$ cat config.mk
export PLATFORM = sky130hd
export DESIGN_NAME = cla_seq_divider
export DESIGN_NICKNAME = d
export VERILOG_FILES = /design/src/rtl/cla_div_pkg.sv /design/src/rtl/cla_4_bit.sv /design/src/rtl/cla_sub_n.sv /design/src/rtl/cla_seq_divider.sv
export SDC_FILE = /design/constraint.sdc
export NUM_CORES = 1
export LEC_CHECK = 0
export ABC_CLOCK_PERIOD_IN_PS = 4760
export CAP_MARGIN = 20
export CORE_ASPECT_RATIO = 0.8
export CORE_MARGIN = 4
export CORE_UTILIZATION = 54
export CTS_CLUSTER_DIAMETER = 60
export DETAILED_ROUTE_END_ITERATION = 8
export MAX_ROUTING_LAYER = met4
export PLACE_DENSITY = 0.86
export SYNTH_ARGS = -nofsm -noshare
export SYNTH_HDL_FRONTEND = slang
export SYNTH_SLANG_ARGS = --single-unit
$ cat constraint.sdc
create_clock -name clk -period 4.76 [get_ports clk]
set_input_delay 0.952 -clock clk [delete_from_list [all_inputs] [get_ports clk]]
set_output_delay 0.952 -clock clk [all_outputs]
set_load 0.02 [all_outputs]
$ cat src/rtl/cla_div_pkg.sv
// Shared types and helpers for the iterative CLA-based divider.
package cla_div_pkg;

    typedef enum logic [1:0] {
        DIV_IDLE,
        DIV_CALC,
        DIV_DONE
    } div_state_t;

    localparam int SLICE_W = 4;

    // Number of 4-bit CLA slices needed to cover a w-bit datapath.
    function automatic int n_slices(int w);
        return (w + SLICE_W - 1) / SLICE_W;
    endfunction

endpackage

$ cat src/rtl/cla_4_bit.sv
// 4-bit carry-lookahead adder slice: sum = a + b + cin, with lookahead carry-out.
module cla_4_bit (
    input  logic [3:0] a,
    input  logic [3:0] b,
    input  logic       cin,
    output logic [3:0] sum,
    output logic       cout
);

    logic [3:0] g;
    logic [3:0] p;
    logic [4:0] c;

    // Generate/propagate terms and fully expanded lookahead carries.
    always_comb begin
        g    = a & b;
        p    = a ^ b;
        c[0] = cin;
        c[1] = g[0] | (p[0] & cin);
        c[2] = g[1] | (p[1] & g[0]) | (p[1] & p[0] & cin);
        c[3] = g[2] | (p[2] & g[1]) | (p[2] & p[1] & g[0])
             | (p[2] & p[1] & p[0] & cin);
        c[4] = g[3] | (p[3] & g[2]) | (p[3] & p[2] & g[1])
             | (p[3] & p[2] & p[1] & g[0]) | (p[3] & p[2] & p[1] & p[0] & cin);
        sum  = p ^ c[3:0];
        cout = c[4];
    end

endmodule

$ cat src/rtl/cla_sub_n.sv
// W-bit unsigned subtractor a - b built as a + ~b + 1 over a chain of cla_4_bit
// slices. The datapath is zero-padded up to a whole number of slices; since the
// padded bits of b invert to ones, the final carry-out still means a >= b.
module cla_sub_n
    import cla_div_pkg::*;
#(
    parameter int W = 17
) (
    input  logic [W-1:0] a,
    input  logic [W-1:0] b,
    output logic [W-1:0] diff,
    output logic         no_borrow
);

    localparam int NS = n_slices(W);
    localparam int PW = NS * SLICE_W;

    logic [PW-1:0] a_ext;
    logic [PW-1:0] b_inv;
    logic [PW-1:0] sum;
    logic [NS:0]   carry;

    assign a_ext    = PW'(a);
    assign b_inv    = ~(PW'(b));
    assign carry[0] = 1'b1;

    // Ripple the lookahead carry from slice to slice.
    cla_4_bit u_slice [NS-1:0] (
        .a    (a_ext),
        .b    (b_inv),
        .cin  (carry[NS-1:0]),
        .sum  (sum),
        .cout (carry[NS:1])
    );

    assign diff      = sum[W-1:0];
    assign no_borrow = carry[NS];

    generate
        if (PW > W) begin : g_pad
            logic unused_pad;
            assign unused_pad = ^sum[PW-1:W];
        end
    endgenerate

endmodule

$ cat src/rtl/cla_seq_divider.sv
// Iterative unsigned restoring divider, one quotient bit per clock.
// Trial subtraction uses a (WIDTH+1)-bit cla_sub_n so a shifted remainder that
// reaches 2^WIDTH never shows up as a false borrow.
// Optional feature: `CLA_DIV_FAST_PATH_EN finishes divide-by-zero and
// dividend<divisor in a single cycle.
module cla_seq_divider
    import cla_div_pkg::*;
#(
    parameter int WIDTH = 16
) (
    input  logic             clk,
    input  logic             rst,
    input  logic             in_valid,
    output logic             in_ready,
    input  logic [WIDTH-1:0] dividend,
    input  logic [WIDTH-1:0] divisor,
    output logic             out_valid,
    input  logic             out_ready,
    output logic [WIDTH-1:0] quotient,
    output logic [WIDTH-1:0] remainder,
    output logic             div_by_zero
);

    localparam int CW = (WIDTH > 2) ? $clog2(WIDTH) : 1;

    generate
        if ((WIDTH % SLICE_W) != 0 || WIDTH < SLICE_W) begin : g_bad_width
            $fatal(1, "cla_seq_divider: WIDTH must be a positive multiple of 4");
        end
    endgenerate

    div_state_t      state;
    logic [WIDTH:0]   rem_q;     // partial remainder R
    logic [WIDTH-1:0] quo_q;     // dividend shifting out, quotient shifting in
    logic [WIDTH-1:0] dvs_q;
    logic [CW-1:0]    count;
    logic             dbz_q;

    logic [WIDTH:0]   rem_shift;
    logic [WIDTH:0]   trial;
    logic             no_borrow;
    logic             unused_rem_msb;

    // R always stays below the divisor, so its top bit is zero between
    // iterations; the bit that matters is the one shifted in from R[WIDTH-1].
    assign rem_shift      = {rem_q[WIDTH-1:0], quo_q[WIDTH-1]};
    assign unused_rem_msb = rem_q[WIDTH];

    cla_sub_n #(.W(WIDTH + 1)) u_sub (
        .a         (rem_shift),
        .b         ({1'b0, dvs_q}),
        .diff      (trial),
        .no_borrow (no_borrow)
    );

    // Accept, iterate and hand off; reset abandons any operation in flight.
    always_ff @(posedge clk) begin
        if (rst) begin
            state <= DIV_IDLE;
            rem_q <= '0;
            quo_q <= '0;
            dvs_q <= '0;
            count <= '0;
            dbz_q <= 1'b0;
        end else begin
            case (state)
                DIV_IDLE: begin
                    if (in_valid) begin
                        dvs_q <= divisor;
                        dbz_q <= (divisor == '0);
                        rem_q <= '0;
                        quo_q <= dividend;
                        count <= CW'(WIDTH - 1);
                        state <= DIV_CALC;
`ifdef CLA_DIV_FAST_PATH_EN
                        if (divisor == '0) begin
                            quo_q <= '1;
                            rem_q <= {1'b0, dividend};
                            state <= DIV_DONE;
                        end else if (dividend < divisor) begin
                            quo_q <= '0;
                            rem_q <= {1'b0, dividend};
                            state <= DIV_DONE;
                        end
`endif
                    end
                end
                DIV_CALC: begin
                    rem_q <= no_borrow ? trial : rem_shift;
                    quo_q <= {quo_q[WIDTH-2:0], no_borrow};
                    if (count == '0) begin
                        state <= DIV_DONE;
                    end else begin
                        count <= count - 1'b1;
                    end
                end
                DIV_DONE: begin
                    if (out_ready) begin
                        state <= DIV_IDLE;
                    end
                end
                default: state <= DIV_IDLE;
            endcase
        end
    end

    assign in_ready    = (state == DIV_IDLE);
    assign out_valid   = (state == DIV_DONE);
    assign quotient    = quo_q;
    assign remainder   = rem_q[WIDTH-1:0];
    assign div_by_zero = dbz_q;

endmodule
Yosys cells after proc, flatten, opt, wreduce, memory -nomap -nowiden
Cells that the tools add are included.
W data, S select, Z words.
- add/subtract/negate cells: 1
- $mul: 0
- divide/modulo/power cells: 0
- magnitude comparators: 0
- equality and inequality tests: 6
- shift operators: 0
- muxes and demuxes: 12
- bitwise gates (word level): 126
- reductions and logical operators: 8
- operators with widths (cell ; count):
    $and A1 B1 Y1 ; 67
    $pmux W16 S2 ; 2
    $mux W16 ; 3
    $or A1 B1 Y1 ; 44
    $xor A4 B4 Y4 ; 8
    $not A16 Y20 ; 1
    $and A4 B4 Y4 ; 4
    $logic_not A16 Y1 ; 1
    $mux W4 ; 2
    $pmux W4 S2 ; 1
    $mux W2 ; 3
    $ne A2 B2 Y1 const B ; 3
    $pmux W2 S3 ; 1
    $reduce_and A3 Y1 ; 2
    $and A1 B4 Y4 ; 1
    $logic_not A4 Y1 ; 1
    $reduce_and A2 Y1 ; 2
    $sub A4 B1 Y4 const B ; 1
    $xor A1 B4 Y4 ; 1
    $eq A2 B1 Y1 const B ; 1
    $eq A2 B2 Y1 const B ; 1
    $logic_not A2 Y1 ; 1
    $ne A2 B1 Y1 const B ; 1
    $reduce_bool A2 Y1 ; 1
- register bits: 55
- latch bits: 0
- memory bits (writable): 0
- memory bits (read-only): 0
- input bits: 36
- output and inout port bits: 35
- logic and storage cells: 159
- memories: 0

Depth between registers and ports, before layout
Gate-level depths: netlist of run 1.
- depth after elaboration: 17
- mapped depth: 11
- gate-level depth less buffers: 11

Modules after synthesis
From an unflattened synthesis of run 1, not the netlist that was laid out.
- cells, all modules: 380
- area, all modules: 3155.5 µm²
- by module, submodules not included (module ; times used ; cells an instance ; area an instance (µm²) ; sequential area each (µm²)):
    cla_seq_divider ; 1 ; 276 ; 2346.0 ; 1101.1
    cla_4_bit ; 5 ; 17 ; 147.6 ; 0.0
    cla_sub_n ; 1 ; 19 ; 71.3 ; 0.0

Worst setup path before layout of run 1
Ideal clock, no wire load.
- path kind: register to register
- start point: reg quo_q[15] (netlist: quotient[15])
- end point: reg rem_q[12]
- setup time: 124 ps
- data arrival time: 2439 ps
- required time: 4636 ps
- setup slack: 2196 ps
- cell stages (with the launch flop): 12
- path buffers: 0
- clock period less this slack: 2564 ps
- path through: dfxtp_1 > inv_1 > ha_1 > o21ai_2 > a22oi_2 > a221oi_1 > o21bai_1 > a21oi_1 > fa_1 > inv_1 > a222oi_1 > nor2_1
- word-level cells in the longest chain between the ends: 14
- elaborated cells on any way between the ends: 17
- those cells by class: mux (2); bitwise (15)
- RTL lines (item ; RTL line ; source):
    start: declaration ; cla_seq_divider.sv:34 ; logic [WIDTH-1:0] quo_q;
    start signal: assignment ; cla_seq_divider.sv:72 ; quo_q <= dividend;
    start signal: assignment ; cla_seq_divider.sv:90 ; quo_q <= {quo_q[WIDTH-2:0], no_borrow};
    $and A4 B4 Y4 ; cla_4_bit.sv:16 ; g = a & b;
    $and A1 B1 Y1 ; cla_4_bit.sv:24 ; | (p[3] & p[2] & p[1] & g[0]) | (p[3] & p[2] & p[1] & p[0] & cin);
    $or A1 B1 Y1 ; cla_4_bit.sv:24 ;
    $or A1 B1 Y1 * ; cla_4_bit.sv:24 ;
    $and A1 B1 Y1 * ; cla_4_bit.sv:24 ;
    $or A1 B1 Y1 * ; cla_4_bit.sv:24 ;
    $and A1 B1 Y1 * ; cla_4_bit.sv:24 ;
    $or A1 B1 Y1 * ; cla_4_bit.sv:24 ;
    $and A1 B1 Y1 ; cla_4_bit.sv:24 ;
    $or A1 B1 Y1 ; cla_4_bit.sv:24 ;
    $and A1 B1 Y1 ; cla_4_bit.sv:24 ;
    $or A1 B1 Y1 ; cla_4_bit.sv:24 ;
    $mux W16 * ; cla_seq_divider.sv:89 ; rem_q <= no_borrow ? trial : rem_shift;
    $pmux W16 S2 * ; cla_seq_divider.sv:66 ; case (state)
    end signal: assignment ; cla_seq_divider.sv:89 ;
    end: declaration ; cla_seq_divider.sv:33 ; logic [WIDTH:0] rem_q;
Every way passes the cells marked *; elsewhere a longest branch is shown, timed or not.
A chain may end at the register's enable or synchronous reset.

Worst setup path in the final report of run 1
Ends and elaborated chain as after synthesis.

==> results.rst, run 1 <==
.. list-table::
   :header-rows: 1

   * - Metric
     - Value
   * - Status
     - finished clean
   * - Sequential element share of the synthesized area
     - 0.369
   * - Clock Skew
     - 0.00390 ns
   * - Utilization after layout
     - 0.723
   * - Buffering stage count on the worst path with inverters included
     - 2
   * - Number of input and output port buffers inserted
     - 70
   * - Final setup viols
     - 0
   * - Data arrival time at the worst-slack endpoint
     - ~3.0 ns
   * - CTS max path bufs
     - 2
   * - Post-CTS Hold Fix Bufs
     - 0
   * - Core outline area
     - 5180 sq um
   * - Cell row count
     - 23
   * - Worst vdd ir
     - 0.241 mV
   * - Antenna cells
     - 0
   * - Via count of the first global-routing pass
     - 2689
   * - Slew Viols, Final
     - 0
   * - Number of enable flip-flop cells after synthesis
     - 0
   * - Synth area leaders
     - sky130_fd_sc_hd__dfxtp_1 (37%), sky130_fd_sc_hd__nand2_1 (9.8%), sky130_fd_sc_hd__ha_1 (7.5%)
   * - Post-CTS resize count
     - 0
   * - TritonRoute pass-1 iters
     - 7
   * - Synth Area per Inst
     - 8.09 sq um
   * - Flops & latches, synth
     - 55
   * - Cell taking the most area after synthesis
     - sky130_fd_sc_hd__dfxtp_1
   * - Highest attainable clock frequency
     - between 300 and 400 MHz
   * - Number of nets produced by synthesis
     - 426
   * - I/O pin count
     - 71
   * - Sort of element at the start of the critical path
     - flip-flop
   * - Final Hold Violating Endpoints
     - 0
   * - Post-synthesis instance area
     - roughly 3000 sq um
   * - CTS tree
     - yes
   * - Worst-case headroom to the max-slew limit
     - 0.338
   * - Y dimension of the die
     - 74.5 um
   * - Max stage delay cell, worst path
     - sky130_fd_sc_hd__a221oi_1
   * - Die Area
     - 6790 sq um
   * - Wire length reported by the detailed router
     - 7280 um
   * - Share of cells above drive strength 1
     - 0.0561
   * - Post-synthesis cell type count
     - between 40 and 50
   * - Leading cell type in the layout, fill and taps excluded
     - sky130_fd_sc_hd__nand2_1
   * - NumNets Final
     - 484
   * - Category of cells accounting for the largest share of critical-path delay
     - compound AO/OA/AOI/OAI gates
   * - Max capacitance violation total
     - 0
   * - Count of unresolved DRC violations after routing
     - 0
   * - Main synth FF type
     - sky130_fd_sc_hd__dfxtp_1
   * - Cell repeated most along the worst path
     - sky130_fd_sc_hd__inv_1
   * - Number of H-tree branching levels
     - 2
   * - Drt via density
     - around 5.7
   * - Violation count after the first detailed-routing iteration
     - 245
   * - Final critical-path share of the clock period
     - 0.584
   * - Path class of the lowest-slack min-delay path
     - flip-flop to flip-flop
   * - Final RePlAce weighted congestion
     - 0.813
   * - Post-route setup slack
     - 1.98 ns
   * - Min Clock Period, post-route
     - between 2 and 3 ns
   * - Most used cells in the layout excluding fill and tap cells
     - sky130_fd_sc_hd__nand2_1 (78), sky130_fd_sc_hd__clkdlybuf4s50_1 (69), sky130_fd_sc_hd__dfxtp_1 (55)
   * - Die extent in x
     - 91.1 um
   * - Data required, critical path
     - between 5 and 6 ns
   * - PD cells
     - 373 nW/um^2
   * - Synthesized instance count
     - about 370
   * - Area delta synth->final
     - 25.5%
   * - Wire length of the first global-routing pass
     - 12100 um
   * - Total CTS buffers
     - 5
   * - Clock sinks
     - 55
   * - Total congestion overflow after global routing
     - 0
   * - Number of setup buffers added after CTS
     - 0
   * - Final cell count without fillers
     - 490
   * - Effective utilization at floorplan
     - 0.576
   * - Transition time at the pin with the least slew margin
     - 0.994 ns
   * - Cell Chain, Critical Path
     - inv_1 > ha_1 > o21ai_2 > a22oi_2 > a221oi_1 > o21bai_1 > a21oi_1 > fa_1 > inv_1 > a222oi_1 > nor2_1
   * - HPWL after detailed placement
     - 5300 um
   * - Post-Place Cells
     - a little under 500
   * - CTS clock-pin slew for the worst setup and hold paths
     - approximately 0.1 ns
   * - Number of warnings printed during yosys synthesis
     - 0
   * - Leakage power
     - 1.42 nW
   * - Antenna Violating Nets Remaining
     - 0
   * - Post-DR wirelength/cell
     - approximately 15 um
   * - Peak fanout along the critical path
     - 5
   * - Clock latency reported for the late side of the worst-skew pair
     - 0.32 ns
   * - Top cell type's share of synthesized area
     - 0.369
   * - Type of the setup path with the least slack
     - flip-flop to flip-flop
   * - Synth async-reset ratio
     - 0
   * - Largest net degree at the start of global routing
     - 58
   * - Cell at the root of the clock tree
     - sky130_fd_sc_hd__clkbuf_8
   * - Number of antenna violations at the first check in global routing
     - 0
   * - Total track usage
     - 0.226
   * - Via count
     - around 2800
   * - Largest incremental delay on the critical path
     - between 0.4 and 0.5 ns
   * - Unrepaired setup endpoints after global routing
     - false
   * - Setup slack after placement
     - 1.94 ns
   * - Final total negative setup slack
     - 0 ns
   * - Capturing element type of the critical path
     - flip-flop
[power breakdown]
part	leakage, nW	internal [mW]	switching, mW
combinational	0.913	0.244	0.312
clock	0.0505	0.133	0.159
sequential	0.451	0.508	0.0427
total	1.41	0.885	0.514
[metrics by stage]
| stage | instance area [sq um] | power, mW | hold WS [ns] |
|---|---|---|---|
| after global routing | 3750 | 1.48 | 0.493 |
| after detailed placement | 3630 | 1.11 | 0.450 |
| after CTS | 3730 | 1.39 | 0.464 |
| after global placement | 3630 | 1.08 | 0.444 |
| after floorplan | 2990 | 0.950 | 0.436 |
| final | 3750 | 1.40 | 0.462 |
[cell usage after synthesis (2+ instances only)]
cell,n
sky130_fd_sc_hd__a211oi_1,2
sky130_fd_sc_hd__a21oi_1,36
sky130_fd_sc_hd__a21oi_2,2
sky130_fd_sc_hd__a222oi_1,9
sky130_fd_sc_hd__a22oi_1,6
sky130_fd_sc_hd__a311oi_1,16
sky130_fd_sc_hd__and2_1,2
sky130_fd_sc_hd__buf_6,2
sky130_fd_sc_hd__clkbuf_1,12
sky130_fd_sc_hd__clkbuf_8,4
sky130_fd_sc_hd__dfxtp_1,55
sky130_fd_sc_hd__fa_1,3
sky130_fd_sc_hd__ha_1,18
sky130_fd_sc_hd__inv_1,28
sky130_fd_sc_hd__nand2_1,78
sky130_fd_sc_hd__nand2b_1,2
sky130_fd_sc_hd__nor2_1,38
sky130_fd_sc_hd__nor2b_1,2
sky130_fd_sc_hd__nor3_1,6
sky130_fd_sc_hd__nor4_1,4
sky130_fd_sc_hd__o211ai_1,2
sky130_fd_sc_hd__o21ai_0,3
sky130_fd_sc_hd__o21ai_1,2
sky130_fd_sc_hd__o21ai_2,2
sky130_fd_sc_hd__o21bai_1,2
sky130_fd_sc_hd__or2_2,2
sky130_fd_sc_hd__or3_1,2
sky130_fd_sc_hd__xnor2_1,4
sky130_fd_sc_hd__xor2_1,8
[routing by layer]
layer	up-vias	share of wire	track usage
met4	0	0.010	0.0686
met2	72	0.48	0.381
met5	-	0	-
met1	1314	0.46	0.283
li1	1400	-	-
met3	7	0.042	0.0374
[kinds of logic (layout without fill, tap and decap cells)]
kind of cell | after synthesis | after routing | synth area share
AO/OA/AOI/OAI | 92 | 92 | 0.223
XOR/XNOR | 12 | 12 | 0.0352
AND/OR/NAND/NOR | 140 | 140 | 0.195
adder cells (fa/ha/maj) | 21 | 21 | 0.0956
flip-flops | 55 | 55 | 0.369
buffers and inverters | 49 | 108 | 0.0821
[worst paths after layout]
kind | startpoint | to | slack [ns] | cells after the start
worst max-delay path | quotient[15]$_SDFFE_PP0P_ | rem_q[12]$_SDFFE_PP0P_ | 1.98 | 11
worst max register to register | quotient[15]$_SDFFE_PP0P_ | rem_q[12]$_SDFFE_PP0P_ | 1.98 | 11
worst min register to register | dvs_q[4]$_SDFFE_PP0P_ | dvs_q[4]$_SDFFE_PP0P_ | 0.46 | 2
worst min-delay path | dvs_q[4]$_SDFFE_PP0P_ | dvs_q[4]$_SDFFE_PP0P_ | 0.46 | 2
[registers in the layout, summed over array words and instances (netlist names)]
signal       cells
count            4
dvs_q           16
rem_q           16
state            2
quotient        16
div_by_zero      1
[worst min-delay path, delay by kind of cell, from the launching register on]
kind,cells,cell delay (ns)
DFF,1,0.32
and+or+nand+nor,1,0.05
AOI/OAI and AO/OA,1,0.05
[layout make-up]
cell class | count | area [sq um]
tap | 62 | 77.6
timing repair buffer | 72 | 718
clock inverter | 1 | 7.51
multi-input combinational | 265 | 1640
sequential | 55 | 1100
fill | 394 | 1430
inverter | 28 | 105
clock buffer | 7 | 96.3
Power figures use the tool's default switching activity.
==> run 2, diff against run 1 <==
- ABC_CLOCK_PERIOD_IN_PS: 4760 -> 2850
- CORE_UTILIZATION: 54 -> 50
- PLACE_DENSITY: 0.86 -> 0.8
- clock period: 4.76 -> 2.85 ns (I/O delays scaled with it)
==> results.rst, run 2 (synthesis results as in run 1) <==
.. list-table::
   :header-rows: 1

   * - Metric
     - Value
   * - Status
     - finished clean
   * - Final total negative setup slack
     - 0 ns (unchanged)
   * - M2 GR Usage
     - 0.330 (-0.0509)
   * - Capture point of the worst reg-to-reg path
     - rem_q[12]$_SDFFE_PP0P_
   * - Sort of element at the start of the critical path
     - flip-flop
   * - RR Startpoint
     - quotient[15]$_SDFFE_PP0P_
   * - I/O pin count
     - 71 (unchanged)
   * - Wire length reported by the detailed router
     - 7510 um (+3.1%)
   * - Number of H-tree branching levels
     - 2 (unchanged)
   * - Antenna cells
     - 0 (unchanged)
   * - TritonRoute pass-1 iters
     - 4 (-3)
   * - Transition time at the pin with the least slew margin
     - 0.712 ns (-0.281 ns)
   * - Final RePlAce weighted congestion
     - 0.859 (+5.7%)
   * - Wire length of the first global-routing pass
     - 12400 um (+2.9%)
   * - Hold wc startpoint
     - dvs_q[13]$_SDFFE_PP0P_
   * - Count of unresolved DRC violations after routing
     - 0 (unchanged)
   * - Depth of the worst hold-timing path
     - 2 (unchanged)
   * - Max capacitance violation total
     - 0 (unchanged)
   * - Antenna Violating Nets Remaining
     - 0 (unchanged)
   * - Total cell area at the placement stage
     - 3690 sq um (+1.6%)
   * - Capturing element type of the critical path
     - flip-flop
   * - Effective utilization at floorplan
     - 0.532 (-0.0447)
   * - Clock sinks
     - 55 (unchanged)
   * - Total CTS buffers
     - 5 (unchanged)
   * - NumNets Final
     - 489 (+1.0%)
   * - Final critical-path share of the clock period
     - 0.919 (+0.335)
   * - CTS max path bufs
     - 2 (unchanged)
   * - Path class of the lowest-slack min-delay path
     - flip-flop to flip-flop
   * - Worst Hold Margin
     - 0.461 ns (-0.000707 ns)
   * - Data arrival time at the worst-slack endpoint
     - 2.82 ns (-0.22 ns)
   * - Min Clock Period, post-route
     - 2.62 ns (-0.161 ns)
   * - Filler instances
     - 471 (+20%)
   * - Flop-to-flop setup slack
     - 0.23 ns (-1.75 ns)
   * - Cell at the root of the clock tree
     - sky130_fd_sc_hd__clkbuf_8
   * - Type of the setup path with the least slack
     - flip-flop to flip-flop
   * - Cell row count
     - 24 (+4.3%)
   * - Clock latency reported for the late side of the worst-skew pair
     - 0.31 ns (about the same)
   * - Share of cells above drive strength 1
     - 0.0670 (+0.0109)
   * - Total track usage
     - 0.216 (-0.0103)
   * - Post-CTS Hold Fix Bufs
     - 0 (unchanged)
   * - Area occupied by registers
     - 1100 sq um (unchanged)
   * - PD cells
     - 619 nW/um^2 (+66%)
   * - Leakage power
     - 1.44 nW (+1.7%)
   * - Y dimension of the die
     - 77.1 um (+3.5%)
   * - CTS clock-pin slew for the worst setup and hold paths
     - 0.10 ns (about the same)
   * - Number of antenna violations at the first check in global routing
     - 0 (unchanged)
   * - Largest net degree at the start of global routing
     - 43 (-26%)
   * - Worst-case headroom to the max-slew limit
     - 0.524 (+0.186)
   * - Met3 capacity usage during global routing
     - 0.0401 (+0.00271)
   * - Count of cells along the worst register-to-register path
     - 11 (unchanged)
   * - Met1 capacity usage during global routing
     - 0.296 (+0.0133)
   * - Via count
     - 2794 (+0.036%)
   * - Area delta synth->final
     - 27.3%
   * - Number of input and output port buffers inserted
     - 70 (unchanged)
   * - Final setup viols
     - 0 (unchanged)
   * - Area taken by multi-input logic gates
     - 1650 sq um (+0.38%)
   * - Die extent in x
     - 94.4 um (+3.6%)
   * - Final Hold Violating Endpoints
     - 0 (unchanged)
   * - CTS tree
     - yes
   * - Grt peak-use layer
     - met2
   * - Core outline area
     - 5620 sq um (+8.4%)
   * - Post-route setup slack
     - 0.231 ns (-1.75 ns)
   * - Post-DR wirelength/cell
     - 14.7 um (-1.1%)
   * - Highest attainable clock frequency
     - 382 MHz (+6.1%)
   * - Final cell count without fillers
     - 511 (+4.3%)
   * - Hold endpoint
     - dvs_q[13]$_SDFFE_PP0P_
   * - Data required, critical path
     - 3.05 ns (-1.97 ns)
   * - Slew Viols, Final
     - 0 (unchanged)
   * - Setup slack after placement
     - 0.184 ns (-1.75 ns)
   * - Unrepaired setup endpoints after global routing
     - false
   * - Worst vdd ir
     - 0.431 mV (+79%)
   * - Via count of the first global-routing pass
     - 2614 (-2.8%)
   * - HPWL after detailed placement
     - 5460 um (+2.9%)
   * - Total congestion overflow after global routing
     - 0 (unchanged)
   * - Most used cells in the layout excluding fill and tap cells
     - sky130_fd_sc_hd__nand2_1 (78), sky130_fd_sc_hd__clkdlybuf4s50_1 (69), sky130_fd_sc_hd__dfxtp_1 (55)
   * - Die Area
     - 7280 sq um (+7.2%)
   * - Drt via density
     - 5.47 (-4.1%)
   * - Violation count after the first detailed-routing iteration
     - 213 (-13%)
   * - Clock Skew
     - 0.00997 ns (+0.00607 ns)
   * - Peak fanout along the critical path
     - 5 (unchanged)
   * - Post-route cell area
     - 3800 sq um (+1.4%)
   * - Post-Place Cells
     - 502 (+4.4%)
   * - Leading cell type in the layout, fill and taps excluded
     - sky130_fd_sc_hd__nand2_1
-- run 2: metrics by stage --
stage,total power [mW],util
final,2.35,0.677
after detailed placement,1.87,0.656
after global routing,2.51,0.677
after CTS,2.34,0.674
after global placement,1.84,0.656
after floorplan,1.59,-
-- run 2: final cells by class --
cell class,count,area share
multi-input combinational,265,0.434
tap,78,0.0257
inverter,28,0.0277
timing repair buffer,77,0.197
clock buffer,8,0.0263
sequential,55,0.290
-- run 2: worst max-delay path by stage --
stage               slack, ns                       from                     end  cells past startpoint
global placement         0.27  quotient[15]$_SDFFE_PP0P_  rem_q[12]$_SDFFE_PP0P_                     11
finish                   0.23  quotient[15]$_SDFFE_PP0P_  rem_q[12]$_SDFFE_PP0P_                     11
detailed placement       0.18  quotient[15]$_SDFFE_PP0P_  rem_q[12]$_SDFFE_PP0P_                     11
global route            0.003  quotient[15]$_SDFFE_PP0P_  rem_q[12]$_SDFFE_PP0P_                     11
floorplan                0.29  quotient[15]$_SDFFE_PP0P_  rem_q[12]$_SDFFE_PP0P_                     11
CTS                      0.17  quotient[15]$_SDFFE_PP0P_  rem_q[12]$_SDFFE_PP0P_                     11
-- run 2: what timing repair did --
action | 4_1_cts | 5_1_grt
setup endpoints to repair | 0 | 1
gates resized for setup | 0 | 1
buffers inserted | 0 | 1
-- run 2: worst max-delay path: stages, from the launching register on --
cell	delay, ns
sky130_fd_sc_hd__dfxtp_1	0.40
sky130_fd_sc_hd__inv_1	0.06
sky130_fd_sc_hd__ha_1	0.31
sky130_fd_sc_hd__o21ai_2	0.08
sky130_fd_sc_hd__a22oi_2	0.29
sky130_fd_sc_hd__a221oi_2	0.13
sky130_fd_sc_hd__o21bai_1	0.26
sky130_fd_sc_hd__a21oi_1	0.12
sky130_fd_sc_hd__fa_1	0.48
sky130_fd_sc_hd__inv_1	0.04
sky130_fd_sc_hd__a222oi_1	0.28
sky130_fd_sc_hd__nor2_1	0.06
-- run 2: report_power, final --
part / total [mW] / leakage (nW) / switching (mW) / internal [mW]
Sequential: 0.917 / 0.451 / 0.0685 / 0.848
Clock: 0.475 / 0.0515 / 0.252 / 0.223
Combinational: 0.962 / 0.937 / 0.534 / 0.428
-- run 2: per-layer routing --
layer  wire length [um]  vias to the layer above
li1                   -                     1404
met1               3570                     1306
met2               3430                       74
met3                412                       10
met4                 88                        0
met5                  0                        -
